`src/rtl/cpu_mem_arbiter.sv`:
```
// cpu_mem_arbiter: shares one memory port between the CPU fetch and data ports.
// Each pipeline step issues at most one fetch and one data access, captures
// the results, and raises both valids together once the step is complete.
module cpu_mem_arbiter #(
    parameter bit          DATA_FIRST = 1'b1,
    parameter int unsigned TIMEOUT    = 255
) (
    input  logic        i_clk,
    input  logic        i_rst,
    input  logic        i_hold,
    input  logic [31:0] i_addr_i,
    output logic [31:0] o_data_i,
    output logic        o_valid_i,
    input  logic [31:0] i_addr_d,
    input  logic [31:0] i_data_wr_d,
    input  logic [3:0]  i_wr_d,
    input  logic        i_rd_d,
    output logic [31:0] o_data_rd_d,
    output logic        o_valid_d,
    output logic [31:0] o_mem_addr,
    output logic [31:0] o_mem_wdata,
    output logic [3:0]  o_mem_we,
    output logic        o_mem_req,
    input  logic        i_mem_ack,
    input  logic [31:0] i_mem_rdata,
    output logic        o_bus_err
);

    // Counter runs 0..TIMEOUT-1 while a request waits; the last value forces completion.
    localparam int unsigned      CNT_W    = (TIMEOUT > 1) ? $clog2(TIMEOUT) : 1;
    localparam logic [CNT_W-1:0] CNT_LAST = CNT_W'((TIMEOUT > 0) ? TIMEOUT - 1 : 0);

    typedef enum logic [1:0] {
        ST_IDLE,
        ST_FETCH,
        ST_DATA,
        ST_DONE
    } state_e;

    state_e             state_q, state_d;
    logic               i_done_q, i_done_d;
    logic               d_done_q, d_done_d;
    logic               valid_i_q, valid_i_d;
    logic               valid_d_q, valid_d_d;
    logic               mem_req_q, mem_req_d;
    logic [31:0]        mem_addr_q, mem_addr_d;
    logic [31:0]        mem_wdata_q, mem_wdata_d;
    logic [3:0]         mem_we_q, mem_we_d;
    logic [31:0]        data_i_q, data_i_d;
    logic [31:0]        data_rd_q, data_rd_d;
    logic               bus_err_q, bus_err_d;
    logic [CNT_W-1:0]   cnt_q, cnt_d;

    logic               dreq;
    logic               ack_seen;
    logic               timed_out;
    logic               acc_done;
    logic [31:0]        cap_data;
    logic               go_fetch, go_data, go_done;

    // An ack only counts while a request is actually outstanding.
    assign dreq      = i_rd_d | (|i_wr_d);
    assign ack_seen  = mem_req_q & i_mem_ack;
    assign timed_out = (TIMEOUT != 0) && mem_req_q && !i_mem_ack && (cnt_q == CNT_LAST);
    assign acc_done  = ack_seen | timed_out;
    assign cap_data  = ack_seen ? i_mem_rdata : 32'h0;

    // Next-state and next-output logic for the step sequencer.
    always_comb begin
        // NOTE: every _d starts from its held value so no path can infer a latch.
        state_d     = state_q;
        i_done_d    = i_done_q;
        d_done_d    = d_done_q;
        valid_i_d   = valid_i_q;
        valid_d_d   = valid_d_q;
        mem_req_d   = mem_req_q;
        mem_addr_d  = mem_addr_q;
        mem_wdata_d = mem_wdata_q;
        mem_we_d    = mem_we_q;
        data_i_d    = data_i_q;
        data_rd_d   = data_rd_q;
        cnt_d       = cnt_q;
        bus_err_d   = timed_out;
        go_fetch    = 1'b0;
        go_data     = 1'b0;
        go_done     = 1'b0;

        if (mem_req_q && !acc_done && (TIMEOUT != 0)) begin
            cnt_d = cnt_q + CNT_W'(1);
        end

        case (state_q)
            ST_IDLE: begin
                // A step without a data access counts its data side as done at once.
                d_done_d = !dreq;
                if (dreq && DATA_FIRST) go_data  = 1'b1;
                else                    go_fetch = 1'b1;
            end
            ST_FETCH: begin
                if (acc_done) begin
                    data_i_d = cap_data;
                    i_done_d = 1'b1;
                    if (!d_done_q) go_data = 1'b1;
                    else           go_done = 1'b1;
                end
            end
            ST_DATA: begin
                if (acc_done) begin
                    if (mem_we_q == 4'b0000) data_rd_d = cap_data;
                    d_done_d = 1'b1;
                    if (!i_done_q) go_fetch = 1'b1;
                    else           go_done  = 1'b1;
                end
            end
            ST_DONE: begin
                if (!i_hold) begin
                    state_d   = ST_IDLE;
                    i_done_d  = 1'b0;
                    d_done_d  = 1'b0;
                    valid_i_d = 1'b0;
                    valid_d_d = 1'b0;
                end
            end
            default: state_d = ST_IDLE;
        endcase

        // Entering an access loads the registered memory-side outputs for it.
        if (go_fetch) begin
            state_d    = ST_FETCH;
            mem_req_d  = 1'b1;
            mem_addr_d = i_addr_i;
            mem_we_d   = 4'b0000;
            cnt_d      = '0;
        end
        if (go_data) begin
            state_d     = ST_DATA;
            mem_req_d   = 1'b1;
            mem_addr_d  = i_addr_d;
            mem_wdata_d = i_data_wr_d;
            mem_we_d    = i_wr_d;
            cnt_d       = '0;
        end
        // Valids are exposed only in DONE so the CPU sees both rise together.
        if (go_done) begin
            state_d   = ST_DONE;
            mem_req_d = 1'b0;
            valid_i_d = 1'b1;
            valid_d_d = 1'b1;
        end
    end

    // State and output registers with synchronous reset.
    always_ff @(posedge i_clk) begin
        // NOTE: non-blocking assignments make every flop update from pre-edge values.
        if (i_rst) begin
            state_q     <= ST_IDLE;
            i_done_q    <= 1'b0;
            d_done_q    <= 1'b0;
            valid_i_q   <= 1'b0;
            valid_d_q   <= 1'b0;
            mem_req_q   <= 1'b0;
            mem_addr_q  <= 32'h0;
            mem_wdata_q <= 32'h0;
            mem_we_q    <= 4'b0000;
            data_i_q    <= 32'h0;
            data_rd_q   <= 32'h0;
            bus_err_q   <= 1'b0;
            cnt_q       <= '0;
        end else begin
            state_q     <= state_d;
            i_done_q    <= i_done_d;
            d_done_q    <= d_done_d;
            valid_i_q   <= valid_i_d;
            valid_d_q   <= valid_d_d;
            mem_req_q   <= mem_req_d;
            mem_addr_q  <= mem_addr_d;
            mem_wdata_q <= mem_wdata_d;
            mem_we_q    <= mem_we_d;
            data_i_q    <= data_i_d;
            data_rd_q   <= data_rd_d;
            bus_err_q   <= bus_err_d;
            cnt_q       <= cnt_d;
        end
    end

    assign o_data_i    = data_i_q;
    assign o_valid_i   = valid_i_q;
    assign o_data_rd_d = data_rd_q;
    assign o_valid_d   = valid_d_q;
    assign o_mem_addr  = mem_addr_q;
    assign o_mem_wdata = mem_wdata_q;
    assign o_mem_we    = mem_we_q;
    assign o_mem_req   = mem_req_q;
    assign o_bus_err   = bus_err_q;

endmodule

```
`config.mk`:
```
export PLATFORM = sky130hd
export DESIGN_NAME = cpu_mem_arbiter
export DESIGN_NICKNAME = d
export VERILOG_FILES = /design/src/rtl/cpu_mem_arbiter.sv
export SDC_FILE = /design/constraint.sdc
export NUM_CORES = 1
export LEC_CHECK = 0
export CAP_MARGIN = 20
export CORE_ASPECT_RATIO = 1.5
export CORE_MARGIN = 2
export CORE_UTILIZATION = 30
export DETAILED_ROUTE_END_ITERATION = 7
export PLACE_DENSITY_LB_ADDON = 0.2
export SETUP_SLACK_MARGIN = 0.5
export SLEW_MARGIN = 20
export SYNTH_ARGS = -nofsm -noshare
export SYNTH_HDL_FRONTEND = slang
export SYNTH_SLANG_ARGS = --single-unit
```
`constraint.sdc`:
```
create_clock -name i_clk -period 2.08 [get_ports i_clk]
set_clock_uncertainty 0.15 [all_clocks]
set_input_delay 0.416 -clock i_clk [delete_from_list [all_inputs] [get_ports i_clk]]
set_output_delay 0.416 -clock i_clk [all_outputs]
set_load 0.01 [all_outputs]
```
Yosys cells after proc, flatten, opt, wreduce, memory -nomap -nowiden

Cells that the tools add are included.

Flip-flop bits (word level): 147
Input bits: 137
Output and inout port bits: 136
Word-level logic and storage cells: 78

Add/sub/neg operators: 1
Equality and inequality tests: 9
Mux-type cells: 31
Bitwise gates (word level): 3
Reductions and logical operators: 22

Operators with widths:

| operator              | number |
|---|---|
| $mux W32              | 3 |
| $mux W1               | 16 |
| $mux W2               | 5 |
| $reduce_and A3 Y1     | 3 |
| $add A8 B1 Y8 const B | 1 |
| $eq A8 B8 Y1 const B  | 1 |
| $mux W4               | 2 |
| $pmux W1 S2           | 4 |
| $ne A2 B2 Y1 const B  | 3 |
| $reduce_and A2 Y1     | 3 |
| $reduce_bool A2 Y1    | 3 |
| $eq A2 B2 Y1 const B  | 2 |
| $logic_not A4 Y1      | 1 |
| $ne A4 B1 Y1 const B  | 1 |
| $reduce_bool A4 Y1    | 1 |
| $reduce_or A4 Y1      | 1 |
| $logic_and A1 B1 Y1   | 3 |
| $logic_not A1 Y1      | 3 |
| $pmux W1 S3           | 1 |
| $reduce_bool A3 Y1    | 1 |
| $reduce_or A3 Y1      | 1 |
| $eq A2 B1 Y1 const B  | 1 |
| $logic_not A2 Y1      | 1 |
| $ne A2 B1 Y1 const B  | 1 |
| 3 further kinds       | 4 |

Depth between registers and ports, before layout

Gate-level depths: netlist of run 1.

Word-level depth: 9
Gate-level depth with buffers: 10
Mapped depth without buffers: 7

Least setup slack after synthesis of run 1

No wires, ideal clock.

Path type: in2reg
Start: input i_wr_d[0]
End: register mem_addr_q[14] (netlist: o_mem_addr[14])
Setup time: 119 ps
Arrival time: 1,872 ps
Data required time: 1,811 ps
Path slack: -62 ps
Stages on the path: 7
Buffers on the path: 2
Cells stage by stage: or4_1 or2_1 a22o_1 buf_2 buf_2 a21oi_1 a21oi_1

Longest elaborated chain between the ends: 5
Elaborated cells between the ends (all ways): 8
Classes of those cells: mux (5); bitwise (1); reduce/logical (2)

RTL lines:

| element                                               | RTL line | RTL |
|---|---|---|
| start: declaration                                    | 16       | `input logic [3:0] i_wr_d,` |
| $reduce_or A4 Y1 *                                    | 62       | `assign dreq = i_rd_d \| (\|i_wr_d);` |
| $or A1 B1 Y1 *                                        | 62       |  |
| $mux W1                                               | 96       | `if (dreq && DATA_FIRST) go_data = 1'b1;` |
| $pmux W1 S2                                           | 92       | `case (state_q)` |
| $mux W32 / $reduce_bool A2 Y1 (equally long branches) | n/a      |  |
| end signal: assignment                                | 176      | `mem_addr_q <= mem_addr_d;` |
| end: declaration                                      | 46       | `logic [31:0] mem_addr_q, mem_addr_d;` |

Every way passes the cells marked *; elsewhere a longest branch is shown, timed or not.
A chain may end at the register's enable or synchronous reset.

Worst setup path after layout of run 1

Start: input i_wr_d[0]
End: register state_q[1]

Longest elaborated chain between the ends: 7
Elaborated cells between the ends (all ways): 12
Classes of those cells: eq/ne (1); mux (7); bitwise (1); reduce/logical (3)

RTL lines:

| element                | RTL line | RTL |
|---|---|---|
| $reduce_or A4 Y1 *     | 62       |  |
| $or A1 B1 Y1 *         | 62       |  |
| $mux W1                | 96       |  |
| $pmux W1 S2            | 92       |  |
| $mux W2                | 128      | `if (go_fetch) begin` |
| $mux W2                | 135      | `if (go_data) begin` |
| $mux W2                | 144      | `if (go_done) begin` |
| end signal: assignment | 170      | `state_q <= state_d;` |
| end: declaration       | 40       | `state_e state_q, state_d;` |

Marked as above.

==> results of run 1 <==
## placed cells by master, fill, tap and decap left out, types with 27 or more instances in the layout
master and instances:
a21oi_1 68, nor2_1 69, dfxtp_2 29, a21oi_2 36, buf_4 39, a22oi_2 65, dlymetal6s2s_1 69, nand2_1 96
dfxtp_1 118, o21ai_2 27, clkbuf_16 27, buf_2 49, clkdlybuf4s50_1 131
## worst min path at each step
stage / start / to / depth (start not counted)
after floorplan: cnt_q[7] / cnt_q[7] / 2
after detailed placement: o_mem_wdata[11] / o_mem_wdata[11] / 2
final: i_wr_d[1] / o_mem_we[1] / 4
after global routing: i_wr_d[1] / o_mem_we[1] / 4
after CTS: i_wr_d[1] / o_mem_we[1] / 4
after global placement: o_mem_wdata[11] / o_mem_wdata[11] / 2
## logic make-up (layout without fill, tap and decap cells)
logic type,Yosys count,in the layout,share of synthesized area
mux,4,4,0.00739
flops,147,147,0.527
fa+ha+maj,6,6,0.0134
simple gates,213,213,0.157
xor+xnor,4,4,0.00627
compound gates,220,220,0.235
buf+inv,56,416,0.0544
## power by group through the flow
stage               clock (mW)  combinational (mW)  sequential [mW]
detailed placement           0                1.35             3.12
finish                    3.22                1.88             3.08
global placement             0                1.34             3.12
global route              3.39                2.00             3.10
floorplan                    0               0.521             3.19
CTS                       3.29                1.70             3.08
## stage by stage
stage               cells   util  hold WS (ps)  cell area [um2]
detailed placement   1175  0.507           292             9320
floorplan             650      -           322             6190
CTS                  1241  0.582           202            10700
global placement     1174  0.505           286             9290
finish               1262  0.620           215            11400
global route         1262  0.620           216            11400
## synth_stat cells, types with 3 or more instances
| library cell | count | area, um2 |
|---|---|---|
| inv_1 | 5 | 18.8 |
| buf_2 | 9 | 45.0 |
| ha_1 | 6 | 75.1 |
| buf_12 | 3 | 60.1 |
| nand3_1 | 7 | 35.0 |
| a21oi_1 | 107 | 536 |
| dfxtp_1 | 147 | 2940 |
| nand2_1 | 110 | 413 |
| a22oi_1 | 64 | 480 |
| clkbuf_1 | 31 | 116 |
| buf_4 | 5 | 37.5 |
| nand4_1 | 5 | 31.3 |
| a211oi_1 | 3 | 22.5 |
| mux2i_1 | 3 | 30.0 |
| o21ai_0 | 34 | 170 |
| nor2_1 | 74 | 278 |
| nor2b_1 | 3 | 18.8 |
## per-layer routing
metal | GRT usage | part of all wire | vias up
li1 | - | - | 2974
met4 | 0.0702 | 0.018 | 0
met3 | 0.0511 | 0.057 | 25
met2 | 0.362 | 0.54 | 200
met5 | 0 | 0 | -
met1 | 0.230 | 0.39 | 2869
## layout make-up
| type | count | area, um2 |
|---|---|---|
| Fill cell | 1519 | 7000 |
| Inverter | 5 | 18.8 |
| Timing Repair Buffer | 380 | 4260 |
| Multi-Input combinational cell | 447 | 3210 |
| Clock inverter | 13 | 173 |
| Sequential cell | 147 | 2980 |
| Clock buffer | 18 | 439 |
| Tap cell | 252 | 315 |
## flip-flops by register name (all words and copies together) (netlist names)
name         flops
o_data_i        32
o_data_rd_d     32
o_mem_addr      32
o_mem_wdata     32
cnt_q            8
o_mem_we         4
state_q          2
d_done_q         1
i_done_q         1
o_bus_err        1
o_mem_req        1
o_valid_d        1
## worst max-delay path, cell delays in order
cell      delay (ps)
buf_6             90
or4_4            530
or3b_4           390
a21boi_4         180
buf_6            130
buf_6            130
a31oi_1          160
a21oi_1           90
## what timing repair did
| item | CTS | global route |
|---|---|---|
| hold buffers | 0 | 0 |
| gates resized for setup | 324 | 218 |
| setup endpoints to repair | 282 | 250 |
| gates cloned | 10 | 11 |
| pin swaps | 29 | 38 |
| setup buffers | 25 | 10 |
==> impl_metrics.csv, run 1 <==
group,metric,value,unit
worst_setup_path,worst_r2r_path_depth,12,
worst_setup_path,cp_max_fo,6,
timing,slew_viol_final,0,
synthesis,syn_avg_cell_area,8.60,um2
synthesis,synth_seq_cells,147,
drt,drt_iter0_drc,302,
floorplanning,start_util,0.304,
synthesis,postSynthNetCount,793,
power,p_comb_frac,0.229,
grt,grt_pass1_vias,5847,
floorplanning,dieArea,0.0198,mm2
floorplanning,coreArea,0.0184,mm2
grt,grt-ovfl-total,0,
cts,cts_max_path_buffers,2,
drt,viasPerCell,4.81,
grt,antenna_found_initial,0,
synthesis,yosysWarnings,0,
timing,worst_pin_slew,601,ps
floorplanning,top_level_ports,273,
power,p_leak,5.54,nW
drt,drc,0,
drt,wl_per_cell,17.3,um
drt,num_vias,6068,
layout,areaGrowthSynthToFinish,104,%
cts,numCtsBuffers,17,
synthesis,syn_area,0.00559,mm2
floorplanning,die_w,115,um
worst_setup_path,r2r_slack,90,ps
worst_setup_path,path_class,"primary input to flop",
timing,rsz0062_at_grt,"yes",
power,clkPwrFrac,0.394,
timing,layout_setup_ws,85.3,ps
cts,htree_levels,4,
worst_setup_path,r2r_start,"cnt_q[0]",
synthesis,synth_edf_count,0,
cts,clkTransAtPathRegs,60,ps
synthesis,yosysUniqueCellTypes,44,
timing,fin_crit,1990,ps
drt,first_pass_iters,6,
timing,fmax,501,MHz
drt,routed_wirelength,21900,um
power,p_total,8.18,mW
worst_setup_path,cp-end-kind,"flop",
drt,antenna_left,0,
outcome,status,"completed",
placement,hpwlAfterDp,12700,um
worst_setup_path,crit_path_start_kind,"primary input",
cts,insertion_delay,410,ps
timing,final.setup.tns,0,ps
power,peakVddDrop,0.000419,V
layout,antenna_cells,0,
cts,cts-root-buf,"clkbuf_16",
floorplanning,die_h,171,um
worst_setup_path,r2r-end,"o_mem_addr[27]",
worst_setup_path,crit_start,"i_wr_d[0]",
floorplanning,rows,61,
synthesis,syn-instance-count,650,
power,p_int,5.97,mW
grt,grt_max_degree,106,
worst_setup_path,required,2200,ps
worst_setup_path,cp.arrival,2120,ps
cts,clock_sinks,147,
power,p_seq_frac,0.377,
synthesis,synth-seq-area-share,0.527,
worst_hold_path,hold_path_class,"primary input to flop",
timing,slew_headroom,0.599,
timing,finalHoldViolCount,0,
placement,gp_congestion,0.783,
grt,grt_use_total,0.202,
power,switchingPower,2.20,mW
power,swShare,0.270,
synthesis,async_flop_share,0,
cts,cts_tree,"yes",
placement,post-place-ws,-657,ps
timing,min_period_over_period,0.959,
job,cap_violations,0,
synthesis,synthFlopType,"dfxtp_1",
placement,port_buffers,272,
power,p_per_area,717,mW/mm2
timing,setup_viol_count_final,0,
worst_setup_path,crit_end,"state_q[1]",
grt,grt_first_pass_wirelength,31100,um
layout,layout.nets,1141,
layout,drive_gt1_frac,0.414,
(Power assumes the default switching activity.)
==> run 2, diff against run 1 <==
- CAP_MARGIN: 20 -> not set
- CTS_BUF_LIST: not set -> sky130_fd_sc_hd__clkbuf_8 sky130_fd_sc_hd__clkbuf_16
==> impl_metrics.csv, run 2 (synthesis results as in run 1) <==
group,metric,value,unit
placement,post-place-cells,1174,
floorplanning,die_h,171,um
drt,routed-wl-met3,1220,um
drt,antenna_left,0,
worst_setup_path,crit_path_start_kind,"flop",
layout,finalNonFillerCells,1245,
worst_setup_path,cp-end-kind,"flop",
timing,fin_hold_ws,214,ps
drt,viasPerCell,4.85,
worst_setup_path,r2r_start,"cnt_q[0]",
cts,ctsHoldBuffers,0,
grt,antenna_found_initial,0,
placement,hpwlAfterDp,12700,um
cts,htree_levels,4,
cts,numCtsBuffers,17,
timing,min_period_over_period,0.971,
power,peakVddDrop,0.000419,V
layout,areaGrowthSynthToFinish,98.3,%
cts,cts_tree,"yes",
cts,cts-root-buf,"clkbuf_16",
timing,final.setup.tns,0,ps
grt,grt_pass1_vias,5935,
drt,met2WireLength,11300,um
timing,fin_crit,2020,ps
drt,drc,0,
drt,first_pass_iters,4,
cts,insertion_delay,420,ps
worst_setup_path,crit_top_cell,"buf_12",
placement,gp_congestion,0.783,
cts,clock_sinks,147,
timing,worst_pin_slew,553,ps
timing,slew_viol_final,0,
placement,post-place-ws,-681,ps
floorplanning,top_level_ports,273,
drt,drt_iter0_drc,363,
drt,routed_wirelength,21000,um
timing,slew_headroom,0.631,
worst_setup_path,path_cells,"inv_2 > ha_4 > nand4_1 > o21ai_4 > buf_8 > a22oi_2 > buf_6 > buf_12 > buf_12 > buf_12 > o21ai_2 > a21oi_2",
floorplanning,die_w,115,um
power,p_per_area,704,mW/mm2
layout,drive_gt1_frac,0.421,
grt,grt_first_pass_wirelength,31400,um
floorplanning,dieArea,0.0198,mm2
cts,clkTransAtPathRegs,70,ps
floorplanning,start_util,0.304,
layout,fin_area,0.0111,mm2
cts,cts_max_path_buffers,2,
worst_setup_path,path_class,"flop to flop",
worst_setup_path,slowest_stage,"dfxtp_2",
outcome,status,"completed",
worst_setup_path,required,2240,ps
timing,rsz0062_at_grt,"yes",
drt,wl_per_cell,16.9,um
power,p_leak,5.44,nW
layout,layout.nets,1123,
layout,antenna_cells,0,
worst_setup_path,r2r_slack,60,ps
drt,top_layer_used,"met4",
timing,setup_viol_count_final,0,
worst_setup_path,crit_start,"cnt_q[0]",
grt,grt_use_total,0.203,
worst_hold_path,hold_path_class,"primary input to flop",
layout,layout_common_cells,"clkdlybuf4s50_1, dfxtp_1, nor2_1, dlymetal6s2s_1, nand2_1",
grt,grt-ovfl-total,0,
timing,layout_setup_ws,59.9,ps
layout,final_common_cell,"clkdlybuf4s50_1",
timing,fmax,495,MHz
floorplanning,rows,61,
timing,finalHoldViolCount,0,
drt,wl_met1,8130,um
floorplanning,coreArea,0.0184,mm2
worst_setup_path,slowest_delay,320,ps
placement,port_buffers,272,
worst_setup_path,cp.arrival,2180,ps
job,cap_violations,0,
grt,grt_max_degree,106,
drt,num_vias,6037,
worst_setup_path,cp_max_fo,8,
worst_hold_path,hold_start,"i_wr_d[1]",
placement,place_area,0.00929,mm2
run 2: cell types whose count changed in the layout (fill, tap and decap cells not counted), sizes merged:
cell,previous run,this run
buf,151,140
clkbuf,34,26
bufinv,3,0
inv,10,13
a21boi,2,4
bufbuf,0,2
clkdlybuf4s15,13,11
clkinvlp,1,2
dlymetal6s2s,69,68
run 2: area by class of cell:
class | count | area, um2
well taps | 252 | 315
flip-flops and latches | 147 | 2990
repair buffers | 360 | 3810
clock inverters | 14 | 118
clock buffers | 18 | 439
fillers | 1543 | 7310
inverters | 5 | 18.8
multi-input cells | 449 | 3390
run 2: worst paths after layout:
check,end,depth (start not counted)
max,o_mem_addr[13],12
max reg2reg,o_mem_addr[13],12
min reg2reg,o_mem_wdata[3],2
min,o_mem_we[1],4
run 2: metal layers:
layer | vias up | GRT usage
met5 | - | 0
met4 | 0 | 0.0592
met3 | 28 | 0.0507
met2 | 204 | 0.368
met1 | 2873 | 0.234
li1 | 2932 | -
run 2: worst max-delay path, delay by kind of cell, from the launching register on:
family | cells | cell delay (ps)
simple gates | 1 | 160
buf+inv | 6 | 730
compound gates | 4 | 440
fa+ha+maj | 1 | 120
flops | 1 | 320
run 2: timing repair:
item	4_1_cts	5_1_grt
setup buffers	21	4
pin swaps	67	17
endpoints found under the setup margin	282	244
gates cloned	13	1
gates resized for setup	391	171
run 2: through the flow:
| step | power, mW | util |
|---|---|---|
| finish | 7.80 | 0.603 |
| global route | 8.13 | 0.603 |
| CTS | 7.81 | 0.584 |
| detailed placement | 4.47 | 0.505 |
| global placement | 4.46 | 0.505 |
| floorplan | 3.71 | - |
run 2: power breakdown:
group / switching (mW) / internal (mW) / total, mW
clock network: 1.32 / 1.60 / 2.92
registers: 0.101 / 2.98 / 3.08
logic: 0.829 / 0.975 / 1.80
total: 2.25 / 5.55 / 7.80
